`src/rtl/sram_like_arbiter.sv`:
```
`default_nettype none
// +--------------------------------------------------------------------------+
// | sram_like_arbiter: shares one sram-like port between fetch (m0) and data  |
// | (m1) requesters, returning responses in order. Revision: 1.0             |
// +--------------------------------------------------------------------------+
module sram_like_arbiter #(
  parameter int OUTSTANDING = 4,
  parameter bit DATA_PRIO   = 1'b1
) (
  input  logic        clk,
  input  logic        rstn,
  input  logic        m0_req,
  input  logic        m0_wr,
  input  logic [1:0]  m0_size,
  input  logic [3:0]  m0_wstrb,
  input  logic [31:0] m0_addr,
  input  logic [31:0] m0_wdata,
  output logic        m0_addr_ok,
  output logic        m0_data_ok,
  output logic [31:0] m0_rdata,
  input  logic        m1_req,
  input  logic        m1_wr,
  input  logic [1:0]  m1_size,
  input  logic [3:0]  m1_wstrb,
  input  logic [31:0] m1_addr,
  input  logic [31:0] m1_wdata,
  output logic        m1_addr_ok,
  output logic        m1_data_ok,
  output logic [31:0] m1_rdata,
  output logic        s_req,
  output logic        s_wr,
  output logic [1:0]  s_size,
  output logic [3:0]  s_wstrb,
  output logic [31:0] s_addr,
  output logic [31:0] s_wdata,
  input  logic        s_addr_ok,
  input  logic        s_data_ok,
  input  logic [31:0] s_rdata
);

  localparam int PTR_W = $clog2(OUTSTANDING);
  localparam int CNT_W = PTR_W + 1;
  localparam logic [CNT_W-1:0] FULL_CNT = CNT_W'(OUTSTANDING);

  typedef enum logic [0:0] {
    ST_OPEN   = 1'b0,
    ST_LOCKED = 1'b1
  } lock_state_e;

  lock_state_e            state_q, state_d;
  logic                   lock_id_q, lock_id_d;
  logic                   last_grant_q, last_grant_d;
  logic [PTR_W-1:0]       head_q, head_d;
  logic [PTR_W-1:0]       tail_q, tail_d;
  logic [CNT_W-1:0]       count_q, count_d;
  logic [OUTSTANDING-1:0] order_q, order_d;

  logic grant;
  logic grant_req;
  logic full;
  logic empty;
  logic push;
  logic pop;
  logic head_id;

  always_comb begin
    grant = 1'b0;
    if (state_q == ST_LOCKED) begin
      grant = lock_id_q;
    end else if (m0_req && m1_req) begin
      grant = DATA_PRIO ? 1'b1 : ~last_grant_q;
    end else begin
      grant = m1_req;
    end
  end

  assign grant_req = grant ? m1_req : m0_req;
  assign full      = (count_q == FULL_CNT);
  assign empty     = (count_q == '0);

  // No bypass when full: a same-cycle pop does not free a slot until next cycle.
  assign s_req   = grant_req & ~full & rstn;
  assign s_wr    = grant ? m1_wr    : m0_wr;
  assign s_size  = grant ? m1_size  : m0_size;
  assign s_wstrb = grant ? m1_wstrb : m0_wstrb;
  assign s_addr  = grant ? m1_addr  : m0_addr;
  assign s_wdata = grant ? m1_wdata : m0_wdata;

  assign push    = s_req & s_addr_ok;
  assign pop     = s_data_ok & ~empty & rstn;
  assign head_id = order_q[head_q];

  assign m0_addr_ok = push & ~grant;
  assign m1_addr_ok = push & grant;
  assign m0_data_ok = pop & ~head_id;
  assign m1_data_ok = pop & head_id;
  assign m0_rdata   = s_rdata;
  assign m1_rdata   = s_rdata;

  always_comb begin
    state_d      = state_q;
    lock_id_d    = lock_id_q;
    last_grant_d = last_grant_q;
    head_d       = head_q;
    tail_d       = tail_q;
    count_d      = count_q;
    order_d      = order_q;

    // Hold the grant across a stalled address phase so fields stay stable.
    case (state_q)
      ST_OPEN: begin
        if (s_req && !s_addr_ok) begin
          state_d   = ST_LOCKED;
          lock_id_d = grant;
        end
      end
      ST_LOCKED: begin
        if (push) begin
          state_d = ST_OPEN;
        end
      end
      default: begin
        state_d = ST_OPEN;
      end
    endcase

    if (push) begin
      order_d[tail_q] = grant;
      tail_d          = tail_q + PTR_W'(1);
      last_grant_d    = grant;
    end

    if (pop) begin
      head_d = head_q + PTR_W'(1);
    end

    case ({push, pop})
      2'b10:   count_d = count_q + CNT_W'(1);
      2'b01:   count_d = count_q - CNT_W'(1);
      default: count_d = count_q;
    endcase
  end

  always_ff @(posedge clk) begin
    if (!rstn) begin
      state_q      <= ST_OPEN;
      lock_id_q    <= 1'b0;
      last_grant_q <= 1'b0;
      head_q       <= '0;
      tail_q       <= '0;
      count_q      <= '0;
      order_q      <= '0;
    end else begin
      state_q      <= state_d;
      lock_id_q    <= lock_id_d;
      last_grant_q <= last_grant_d;
      head_q       <= head_d;
      tail_q       <= tail_d;
      count_q      <= count_d;
      order_q      <= order_d;
    end
  end

endmodule
`default_nettype wire

```
`config.mk`:
```
export PLATFORM = sky130hd
export DESIGN_NAME = sram_like_arbiter
export DESIGN_NICKNAME = d
export VERILOG_FILES = /design/src/rtl/sram_like_arbiter.sv
export SDC_FILE = /design/constraint.sdc
export NUM_CORES = 1
export LEC_CHECK = 0
export ABC_AREA = 1
export CAP_MARGIN = 0
export CORE_AREA = 2 2 123 125
export CTS_CLUSTER_SIZE = 28
export DETAILED_ROUTE_END_ITERATION = 7
export DIE_AREA = 0 0 125 127
export HOLD_SLACK_MARGIN = 0.12
export SETUP_SLACK_MARGIN = 0.5
export SLEW_MARGIN = 20
export SYNTH_ARGS = -nofsm -noshare
export SYNTH_HDL_FRONTEND = slang
export SYNTH_SLANG_ARGS = --single-unit
```
`constraint.sdc`:
```
create_clock -name clk -period 2.5 [get_ports clk]
set_clock_uncertainty 0.1 [all_clocks]
set_input_delay 0.75 -clock clk [delete_from_list [all_inputs] [get_ports clk]]
set_output_delay 0.75 -clock clk [all_outputs]
set_load 0.005 [all_outputs]
```
==> metrics.md, run 1 <==
| Metric | Value |
|---|---|
| Fmax | 0.383 GHz |
| CTS tree | done |
| Post-synth design cell area | 2150 um2 |
| Worst EP arrival | 1.76 ns |
| Clk slew on worst S/H paths | 0.04 ns |
| GR Overflow Total | 0 |
| Pin count of the biggest net entering global routing | 14 |
| Layout cells sized above 1 | 47.5% |
| Final min period | 2.61 ns |
| Most common cell after layout, fill and taps aside | clkdlybuf4s50_1 |
| GRT Total Usage | 14.0% |
| Fillers | 1491 |
| Peak VDD IR | 196 uV |
| Total Wirelength | 12300 um |
| DP HPWL | 8020 um |
| Critical Path RT | 1.65 ns |
| Final period util | 104% |
| Number of buffers created by CTS | 3 |
| Worst hold path depth | 2 |
| Vias in the first global route | 3085 |
| Final #Nets | 796 |
| Tightest Pin Transition | 0.209 ns |
| Pre-CTS WS | -0.869 ns |
| Initial antenna violation count | 0 |
| Ys Warns | 0 |
| Die Area | 15900 um2 |
| Clock Latency Late Sink | 0.25 ns |
| First-pass GRT wire length | 17500 um |
| Depth of the most critical reg-to-reg path | 15 |
| # port buffers | 223 |
| Ant diodes | 0 |
| GPL Wtd Cong | 0.758 |
| Initial core utilization | 14.9% |
| Distinct cells, synth | 22 |
| Max_slew headroom | 86.0% |
| Pwr Density | 330 nW/um2 |
| Initial DRC Count | 67 |
| #FFs+latches synth | 13 |
| Vias | 3145 |
| CP Class | primary input to output port |
| I/O Pins | 320 |
| Multi-input gate area | 1840 um2 |
| Area Overhead vs Synth | 152% |
| Commonest cells after routing, fill and taps aside | clkdlybuf4s50_1 (143), nand2_1 (109), nand2_2 (76), buf_2 (58), nand2_4 (47) |
| Synthesized instance count | 401 |
| Drc violations | 0 |
| Post-Synthesis Mean Instance Area | 5.36 um2 |
| Core ar. | 14400 um2 |
| Tightest Hold Check Type | flip-flop to flip-flop |
| Fin. Hold Viols | 0 |
| Startpoint types | primary input |
| Pwr Total | 1790 uW |
| # clock sinks | 13 |
| H-tree depth | 1 |
| Seq. cell area | 262 um2 |
| Die W | 125 um |
| Hold_buf cts | 0 |
| CTS Buffer Depth | 2 |
| Final Setup Violations | 49 |
| P_leak | 0.00266 uW |
| Worst Slack Setup Final | -0.108 ns |
| Status | finished, violations left |
| RSZ-0062 raised after global routing | yes |
| Average routed wire per standard cell | 15.5 um |
| Critical path fanouts, max | 6 |
| Die Span Y | 127 um |
| Syn_nets | 587 |
| Rows | 44 |
| Register area share after synthesis | 12.1% |
| Routed vias/inst | 3.97 |
| Antenna-violating nets left | 0 |
| Failing checks | negative setup slack |
| CTS root buffer | clkbuf_16 |
| DRT Pass-1 Iters | 4 |
| Final Max Tran Viols | 0 |
| CP endpoint kind | output port |
| Max cap viols | 0 |
-- metal layers --
layer,share of wire [%],vias up,track usage [%]
met5,0,-,0
met4,1.3,0,3.27
met3,10,20,4.65
met2,52,196,25.7
met1,36,1360,15.8
li1,-,1569,-
-- sequential cells by signal (all words and copies together) (netlist names), named ones only --
name       cells
order_q        4
count_q        3
head_q         2
tail_q         2
lock_id_q      1
-- synthesized netlist by cell type --
library cell / instances / area share, %
buf_6: 6 / 3.1
buf_2: 9 / 2.1
nand2_2: 1 / 0.29
nand4_1: 4 / 1.2
inv_4: 1 / 0.29
dfxtp_1: 13 / 12
nand2_1: 233 / 41
nand3_1: 8 / 1.9
nor3_1: 1 / 0.23
nor2_1: 11 / 1.9
a22oi_1: 1 / 0.35
ha_1: 5 / 2.9
nor2_4: 1 / 0.52
nand3_2: 1 / 0.47
a21oi_1: 11 / 2.6
and2_1: 1 / 0.29
o21ai_0: 7 / 1.6
nor2_2: 1 / 0.29
clkbuf_1: 3 / 0.52
fa_1: 1 / 0.93
buf_4: 65 / 23
inv_1: 17 / 3.0
-- stage by stage --
step | cell area (um2) | TNS (ns) | util, % | cells | hold slack, ns
floorplan | 2230 | 0 | - | 401 | 0.351
global placement | 4280 | -62.01 | 29.6 | 744 | 0.368
detailed placement | 4280 | -61.17 | 29.6 | 744 | 0.379
CTS | 4930 | -2.38 | 34.2 | 787 | 0.386
global route | 5420 | -5.05 | 37.6 | 793 | 0.431
finish | 5420 | -2.08 | 37.6 | 793 | 0.401
-- cell type report --
class	instances	area share [%]
inverters	18	1.48
clock buffers	4	1.45
multi-input cells	287	33.9
well taps	184	4.25
flip-flops and latches	13	4.83
repair buffers	287	54.1
-- worst paths after layout --
check | start | endpoint | slack (ns)
worst max-delay path | m1_req | s_wdata[3] | -0.11
worst min register to register | count_q[2]$_SDFFE_PN0P_ | count_q[2]$_SDFFE_PN0P_ | 0.40
worst min-delay path | count_q[2]$_SDFFE_PN0P_ | count_q[2]$_SDFFE_PN0P_ | 0.40
worst max register to register | flip-flop | count_q[2]$_SDFFE_PN0P_ | 0.26
-- kinds of logic (layout without fill, tap and decap cells) --
kind of cell	Yosys count	in the layout	share of synthesized area, %
buffers and inverters	101	309	31.7
adders and majority gates	6	6	3.84
AOI/OAI and AO/OA	19	19	4.54
and+or+nand+nor	262	262	47.8
DFF	13	13	12.1
-- worst max-delay path, stage by stage --
cell,delay (ns)
buf_8,0.10
nand2_8,0.07
nand2_8,0.09
buf_6,0.16
buf_12,0.13
buf_16,0.13
buf_6,0.12
nand2_2,0.04
nand2_1,0.04
buf_2,0.12
-- report_power, final --
| group | switching, uW | leakage, uW | total [uW] | internal (uW) |
|---|---|---|---|---|
| clock | 91.8 | 0.0000382 | 307 | 215 |
| sequential | 11.9 | 0.000106 | 233 | 222 |
| combinational | 513 | 0.00252 | 1250 | 736 |
| total | 617 | 0.00266 | 1790 | 1170 |
-- timing repair --
action | 4_1_cts | 5_1_grt
cloned | 11 | 3
pin swaps | 31 | 22
resized for setup | 422 | 118
buffers inserted | 28 | 3
setup endpoints to repair | 87 | 79
Power figures use the tool's default switching activity.
==> run 2, diff against run 1 <==
Settings changed: CTS_CLUSTER_DIAMETER set to 150.
==> results of run 2 <==
Same layout as run 1: the final DEF is identical, and so are final timing and power.
==> run 3, diff against run 2 <==
Settings changed: CTS_BUF_LIST set to sky130_fd_sc_hd__clkbuf_8.
==> metrics.md, run 3 (same netlist as run 1, synthesis figures left out) <==
| Metric | Value |
|---|---|
| Failing checks | negative setup slack |
| Multi-input gate area | 1840 um2 (unchanged) |
| # clock sinks | 13 (unchanged) |
| Reg with most FFs | order_q |
| Pwr Density | 310 nW/um2 (-6.2%) |
| Critical Path RT | 1.65 ns (about the same) |
| Max cap viols | 0 (unchanged) |
| Max FFs per register | 4 (unchanged) |
| Routed vias/inst | 3.95 (-0.35%) |
| RSZ-0062 raised after global routing | yes |
| Max_slew headroom | 86.0% (unchanged) |
| Drc violations | 0 (unchanged) |
| Number of buffers created by CTS | 3 (unchanged) |
| Pin count of the biggest net entering global routing | 14 (unchanged) |
| Worst EP arrival | 1.76 ns (about the same) |
| Vias | 3134 (-0.35%) |
| Most common cell after layout, fill and taps aside | clkdlybuf4s50_1 |
| Worst Slack Setup Final | -0.108 ns (+0.000121 ns) |
| Layout cells sized above 1 | 47.5% (unchanged) |
| H-tree depth | 1 (unchanged) |
| Commonest cells after routing, fill and taps aside | clkdlybuf4s50_1 (143), nand2_1 (109), nand2_2 (76), buf_2 (58), nand2_4 (47) |
| Die Span Y | 127 um (unchanged) |
| Die Area | 15900 um2 (unchanged) |
| Die W | 125 um (unchanged) |
| Ant diodes | 0 (unchanged) |
| CP Class | primary input to output port |
| CTS Buffer Depth | 2 (unchanged) |
| First-pass GRT wire length | 17400 um (-0.12%) |
| Tightest Hold Check Type | flip-flop to flip-flop |
| GR Overflow Total | 0 (unchanged) |
| Average routed wire per standard cell | 15.4 um (-0.41%) |
| Vias in the first global route | 3087 (+0.065%) |
| Final hold slack | 0.403 ns (+0.00127 ns) |
| Total Wirelength | 12200 um (-0.41%) |
| Clock Latency Late Sink | 0.25 ns (about the same) |
| Initial DRC Count | 78 (+16%) |
| Final Setup Violations | 49 (unchanged) |
| Initial core utilization | 14.9% (unchanged) |
| Antenna-violating nets left | 0 (unchanged) |
| Area Overhead vs Synth | 151% |
| P_leak | 0.00265 uW (-0.42%) |
| CTS root buffer | clkbuf_8 |
| Clk slew on worst S/H paths | 0.06 ns (+0.02 ns) |
| Seq. cell area | 262 um2 (unchanged) |
| Final #Nets | 796 (unchanged) |
| Status | finished, violations left |
| Critical path fanouts, max | 6 (unchanged) |
| Final period util | 104% (about the same) |
| Regs by FF count | order_q (4), count_q (3) |
| Pwr Total | 1670 uW (-6.7%) |
| Peak VDD IR | 149 uV (-24%) |
| # port buffers | 223 (unchanged) |
| DRT Pass-1 Iters | 4 (unchanged) |
| Fmax | 0.383 GHz (about the same) |
| Tightest Pin Transition | 0.209 ns (+0.000000119 ns) |
| GPL Wtd Cong | 0.758 (unchanged) |
| Core ar. | 14400 um2 (unchanged) |
| Startpoint types | primary input |
| Fin. Hold Viols | 0 (unchanged) |
| Hold_buf cts | 0 (unchanged) |
| I/O Pins | 320 (unchanged) |
| DP HPWL | 8020 um (unchanged) |
| Final min period | 2.61 ns (-0.000121 ns) |
| GRT Total Usage | 13.9% (-0.11 points) |
| CTS tree | done |
| Final Max Tran Viols | 0 (unchanged) |
| Rows | 44 (unchanged) |
| CP endpoint kind | output port |
| Fillers | 1497 (+0.40%) |
| Initial antenna violation count | 0 (unchanged) |
[run 3: cell types whose count changed in the layout (fill, tap and decap cells not counted), sizes merged]
| cell | delta |
|---|---|
| inv | +1 |
| clkbuf | -1 |
[run 3: layout make-up]
class,count,share of cell area [%]
clock buffers,3,0.767
clock inverters,1,0.0697
inverters,18,1.49
multi-input cells,287,34.1
flip-flops and latches,13,4.86
well taps,184,4.28
repair buffers,287,54.5
[run 3: final timing paths]
check / start / endpoint / slack, ns / cells past startpoint
hold reg to reg: head_q[1]$_SDFFE_PN0P_ / head_q[1]$_SDFFE_PN0P_ / 0.40 / 2
setup / recovery: m1_req / s_wdata[3] / -0.11 / 10
hold / removal: head_q[1]$_SDFFE_PN0P_ / head_q[1]$_SDFFE_PN0P_ / 0.40 / 2
setup reg to reg: flip-flop / count_q[2]$_SDFFE_PN0P_ / 0.26 / 15
[run 3: routing by layer]
| layer | track usage, % | vias to the layer above | wire [um] |
|---|---|---|---|
| met2 | 25.7 | 195 | 6420 |
| met4 | 2.88 | 0 | 162 |
| met5 | 0 | - | 0 |
| met3 | 4.40 | 20 | 1230 |
| met1 | 15.8 | 1352 | 4400 |
| li1 | - | 1567 | - |
[run 3: what timing repair did]
action / 4_1_cts / 5_1_grt
hold endpoints to repair: 0 / 0
pin swaps: 32 / 20
cloned: 11 / 3
gates resized for setup: 423 / 117
setup endpoints to repair: 87 / 79
setup buffers: 28 / 3
[run 3: report_power, final]
part	leakage, uW	internal (uW)	switching [uW]
clock network	0.0000269	109	79.3
logic	0.00252	736	512
registers	0.000106	221	12.0
[run 3: worst max-delay path, stage by stage]
cell,delay [ns]
buf_8,0.10
nand2_8,0.07
nand2_8,0.09
buf_6,0.16
buf_12,0.13
buf_16,0.13
buf_6,0.12
nand2_2,0.04
nand2_1,0.04
buf_2,0.12
[run 3: stage by stage]
stage | std cells | TNS (ns) | util (%) | worst slack (ns) | cell area, um2
floorplan | 401 | 0 | - | 0.257 | 2230
global placement | 744 | -62.01 | 29.6 | -0.899 | 4280
detailed placement | 744 | -61.17 | 29.6 | -0.869 | 4280
CTS | 787 | -2.38 | 34.0 | -0.110 | 4900
global route | 793 | -5.05 | 37.3 | -0.168 | 5390
finish | 793 | -2.07 | 37.3 | -0.108 | 5390
